$ cat config.mk
export PLATFORM = sky130hd
export DESIGN_NAME = uart_tx_engine
export DESIGN_NICKNAME = d
export VERILOG_FILES = /design/src/rtl/uart_tx_engine.sv
export SDC_FILE = /design/constraint.sdc
export NUM_CORES = 1
export LEC_CHECK = 0
export BUFFER_PORTS_ARGS = -buffer_cell sky130_fd_sc_hd__buf_4
export CORE_MARGIN = 2
export CORE_UTILIZATION = 50
export DETAILED_ROUTE_END_ITERATION = 6
export PLACE_DENSITY = 0.7
export SYNTH_ARGS = -nofsm -noshare
export SYNTH_HDL_FRONTEND = slang
export SYNTH_SLANG_ARGS = --single-unit
$ cat constraint.sdc
create_clock -name CLK -period 2.2 [get_ports CLK]
set_input_delay 0.11 -clock CLK [delete_from_list [all_inputs] [get_ports CLK]]
set_output_delay 0.11 -clock CLK [all_outputs]
set_load 0.01 [all_outputs]
$ cat src/rtl/uart_tx_engine.sv
// UART transmit engine: pops {parity, byte} from the FIFO and sends start, 8 data bits LSB first, stored parity, stop.
// Define UART_TX_TWO_STOP_EN to send two stop bits (12 bit periods per frame instead of 11).
module uart_tx_engine #(
  parameter int CLKS_PER_BIT = 434
) (
  input  logic       CLK,
  input  logic       RST,
  input  logic       TX_EN,
  input  logic       BUF_AVAIL,
  input  logic [7:0] BUF_DATA,
  input  logic       BUF_PARITY,
  output logic       BUF_READ,
  output logic       TX,
  output logic       BUSY,
  output logic       FRAME_DONE
);

  localparam int BW = $clog2(CLKS_PER_BIT);
  localparam logic [BW-1:0] BAUD_MAX = BW'(CLKS_PER_BIT - 1);
`ifdef UART_TX_TWO_STOP_EN
  localparam logic [2:0] STOP_LAST = 3'd1;
`else
  localparam logic [2:0] STOP_LAST = 3'd0;
`endif

  typedef enum logic [2:0] {
    IDLE   = 3'd0,
    READ   = 3'd1,
    WAIT   = 3'd2,
    START  = 3'd3,
    DATA   = 3'd4,
    PARITY = 3'd5,
    STOP   = 3'd6
  } state_t;

  state_t          state, next_state;
  logic [BW-1:0]   baud_cnt;
  logic [2:0]      bit_cnt;
  logic [7:0]      shift;
  logic            par;
  logic            baud_last;
  logic            in_bit;
  logic            tx_next;

  always_comb begin
    next_state = state;
    baud_last  = (baud_cnt == BAUD_MAX);
    in_bit     = (state == START) || (state == DATA) || (state == PARITY) || (state == STOP);
    tx_next    = 1'b1;
    case (state)
      IDLE:   if (TX_EN && BUF_AVAIL) next_state = READ;
      READ:   next_state = WAIT;
      WAIT:   next_state = START;
      START: begin
        tx_next = 1'b0;
        if (baud_last) next_state = DATA;
      end
      DATA: begin
        tx_next = shift[0];
        if (baud_last && bit_cnt == 3'd7) next_state = PARITY;
      end
      PARITY: begin
        tx_next = par;
        if (baud_last) next_state = STOP;
      end
      STOP:   if (baud_last && bit_cnt == STOP_LAST) next_state = IDLE;
      default: next_state = IDLE;
    endcase
  end

  // Outputs are registered from the current state, so the line trails the FSM by one cycle.
  always_ff @(posedge CLK) begin
    if (RST) begin
      state      <= IDLE;
      baud_cnt   <= '0;
      bit_cnt    <= '0;
      shift      <= '0;
      par        <= 1'b0;
      TX         <= 1'b1;
      BUF_READ   <= 1'b0;
      BUSY       <= 1'b0;
      FRAME_DONE <= 1'b0;
    end else begin
      state <= next_state;
      if (next_state != state || !in_bit || baud_last) baud_cnt <= '0;
      else baud_cnt <= baud_cnt + 1'b1;
      if (next_state != state) bit_cnt <= '0;
      else if (baud_last && (state == DATA || state == STOP)) bit_cnt <= bit_cnt + 1'b1;
      if (state == WAIT) begin
        shift <= BUF_DATA;
        par   <= BUF_PARITY;
      end else if (state == DATA && baud_last) begin
        shift <= {1'b0, shift[7:1]};
      end
      TX         <= tx_next;
      BUF_READ   <= (state == READ);
      BUSY       <= (state != IDLE);
      // BUSY still high while the FSM already sits in IDLE marks the cycle right after a stop bit.
      FRAME_DONE <= (state == IDLE) && BUSY;
    end
  end

endmodule

==> parameters.txt <==
Parameter                              Value

Global routing
  Antenna violations before repair ... 0
  Overflow left after global routing ... 0
  Overall routing resource usage ... 16.46%
  Via count of the first global-routing pass ... 1,023
  Maximum number of pins on one net before global-route repair ... 19
  First-pass GRT wire length ... 4.174 mm

Worst setup path
  Required @ worst endpoint ... 2.46 ns
  Arrival time at the worst endpoint ... 1.92 ns
  Family with the most delay on the worst path ... compound AO/OA/AOI/OAI gates
  Critical path class ... flip-flop to flip-flop
  Setup crit start kind ... flip-flop
  Crit-path slowest cell ... dfxtp_1
  Worst-path cell chain ... nor2b_1, a32oi_1, a211o_1, a21oi_1
  Crit path largest cell delay ... 0.53 ns
  Category of the worst setup path capture point ... flip-flop
  Sum of buffers and inverters on the critical path ... 0
  Crit-path max FO ... 10

Power
  Reported net switching power ... 0.0002273 W
  Switching share of total power ... a little under a quarter
  Clock share of power ... ~34%
  Maximum ir drop on the vdd rail ... 0.4399 mV
  PnR Total Power ... 0.0009999 W
  Power density over cell area ... 648.1 nW/µm²
  Static leakage ... 0.6074 nW
  Register share of total power ... a little under three fifths
  Internal Dissipation ... roughly 0.00077 W
  Gate power share ... between 10 and 15%

Die
  Width of the die ... 56.66 µm
  Starting utilization of the core area ... 51.61%
  Vertical die dimension ... about 57 µm
  # IOs ... 17
  Number of core rows ... 19
  Core box area ... 2686 µm²
  Area of the die ... ~3200 µm²

CTS
  CTS H-tree depth ... 1
  Cts bufs inserted ... 3
  Clk sinks ... 28
  Clock insertion delay at the later pin of the skew report ... about 0.33 ns
  Largest buffer count on any clock path ... 2
  Post-CTS clock slew at the launch and capture registers of the worst setup and hold paths ... 0.16 ns
  Post-CTS setup buffer count ... 0
  Cell at the root of the clock tree ... clkbuf_4
  Post-cts gate resize count ... 0
  Clock tree from TritonCTS ... yes

Logic synthesis
  Syn Inst Count ... 155
  Number of enable flip-flop cells after synthesis ... 0
  Portion of the post-synthesis area used by sequential elements ... 40.43%
  Number of warning messages in the yosys log ... 0
  Synth Flop Type ... dfxtp_1
  Ys async rst share ... 0%
  Netlist Area Pre-Place ... 1386 µm²
  Count of cell types in the netlist ... 36
  Mean instance size in the synthesized netlist ... 8.944 µm²
  Synthesized netlist net count ... ~170
  Yosys reg bits ... 28

STA
  Hold Vio Cnt, Final ... 0
  # setup viols final ... 0
  F_max ... 602.8 MHz
  RSZ-0062 raised after global routing ... false
  Actual transition at the worst max-transition pin ... 0.4623 ns
  Worst max-slew margin expressed relative to the limit ... 69.18%
  Total negative setup slack ... 0 ns
  Smallest hold slack ... approximately 0.014 ns
  Setup Skew ... 0.01593 ns
  Final Max Tran Viols ... 0
  Final worst-path cycle share ... 75.41%
  Worst Slack Setup Final ... approximately 0.54 ns
  Final critical path time including I/O delays and setup ... 1.659 ns

Drt
  Detailed Route Iter0 Violations ... 26
  Routed WL per cell ... 13.01 µm
  Wirelength, routed ... 2.563 mm
  1st-pass router iterations ... 4
  Via count of the routed design ... 1,111
  Post-route antenna net violation count ... 0
  Number of remaining DRC errors ... 0
  Via density per instance ... roughly 5.6

Job
  Maximum Capacitance Violations ... 0

Outcome
  Result of the run ... completed

Cells and area
  Area of combinational cells with multiple inputs ... about 740 µm²
  Area grow syn2layout ... 11.28%
  Layout cell share with drive strength beyond 1 ... 17.47%
  Fin util ... about 57%
  Fillers ... 255
  Antenna fix cells ... 0
  Sequential standard cell area ... about 560 µm²
  Layout net count ... approximately 190

Placed design
  Final estimated routing congestion in global placement ... 0.8519
  HPWL reported at the end of detailed placement ... about 1.8 mm
  Port-buffer cells ... 16
  Worst slack, placed ... just under 0.6 ns

Hold path
  Class of the tightest hold or removal check ... input port to flip-flop
[final cells by class]
class / instances / share of cell area [%]
clock buffers: 3 / 1.460
clock inverters: 1 / 1.946
inverters: 3 / 0.7299
multi-input cells: 113 / 48.09
flip-flops and latches: 28 / 36.33
well taps: 31 / 2.514
repair buffers: 18 / 8.921
[final timing paths]
check	start	to	slack (ns)	cells after the start
worst max register to register	state[2]$_SDFF_PP0_	bit_cnt[1]$_SDFFE_PP0P_	0.54	4
worst min register to register	par$_SDFFE_PP0P_	par$_SDFFE_PP0P_	0.48	2
worst max-delay path	state[2]$_SDFF_PP0_	bit_cnt[1]$_SDFFE_PP0P_	0.54	4
worst min-delay path	BUF_PARITY	par$_SDFFE_PP0P_	0.01	3
[worst min-delay path, cell delays in order]
cell and delay (ns):
buf_4 0.11, nand2_1 0.04, a21oi_1 0.05
[flip-flops by register name, summed over array words and instances (netlist names)]
register    count
BUF_READ        1
BUSY            1
FRAME_DONE      1
baud_cnt        9
state           3
bit_cnt         3
par             1
TX              1
shift           8
[what timing repair did]
action | in CTS | in global routing
hold endpoints to repair | 1 | 0
setup endpoints to repair | 0 | 0
hold buffers | 1 | 0
[cell usage in the layout (no fill, tap or decap), types with 2 or more instances in the layout]
cell,count
mux2i_1,2
and2_1,2
and3b_1,2
nand2b_1,2
a2111oi_2,6
a211oi_1,2
buf_4,17
o21ai_0,2
nand4_1,3
nor2b_1,2
xor2_1,5
dfxtp_1,28
ha_1,5
nand2_1,9
nor2_1,29
clkbuf_4,3
xnor2_1,4
a21oi_1,7
inv_1,3
and3_1,5
nor3_1,7
nand3_1,7
[stage by stage]
stage | instance area, µm² | instances
floorplan | 1386 | 155
CTS | 1543 | 197
finish | 1543 | 197
global route | 1543 | 197
global placement | 1480 | 192
detailed placement | 1480 | 192
[Yosys cell counts, drive strengths merged (2+ instances only)]
master	instances	area share, %
a211oi	2	1.1
xor2	5	3.2
and3b	2	1.3
dfxtp	28	40
nand2b	2	0.90
nand2	9	2.4
a21oi	7	2.5
ha	5	4.5
inv	3	0.81
nor3	7	2.5
xnor2	4	2.5
nor4b	2	2.3
a2111oi	7	7.1
nor2	29	7.9
nand3	7	2.5
nor2b	2	0.90
and3	5	2.3
nand4	3	1.4
and2	2	0.90
clkbuf	3	0.81
o21ai	2	0.72
buf	8	4.4
mux2i	2	1.4
[per-layer routing]
| metal | wire (µm) | global-route usage (%) | vias up |
|---|---|---|---|
| met1 | 1065 | 18.21 | 513 |
| met2 | 1347 | 30.90 | 28 |
| met5 | 0 | 0 | - |
| li1 | - | - | 562 |
| met4 | 34 | 6.463 | 0 |
| met3 | 116 | 2.535 | 8 |
[power groups by stage]
stage	Combinational, W	Sequential [W]	Clock [W]
4_1_cts	0.000115	0.000551	0.000342
3_3_place_gp	0.000110	0.000561	0
2_1_floorplan	0.0000869	0.000554	0
3_5_place_dp	0.000114	0.000562	0
6_report	0.000114	0.000551	0.000335
5_1_grt	0.000126	0.000554	0.000361
[logic make-up after synthesis]
logic type,Yosys count,share of synthesized area (%)
AO/OA/AOI/OAI,23,14.62
XOR/XNOR,9,5.686
adder cells (fa/ha/maj),5,4.513
buffers and inverters,14,6.047
flip-flops,28,40.43
multiplexers,2,1.444
AND/OR/NAND/NOR,74,27.26
Note: power is estimated with default switching activity, not from simulation.
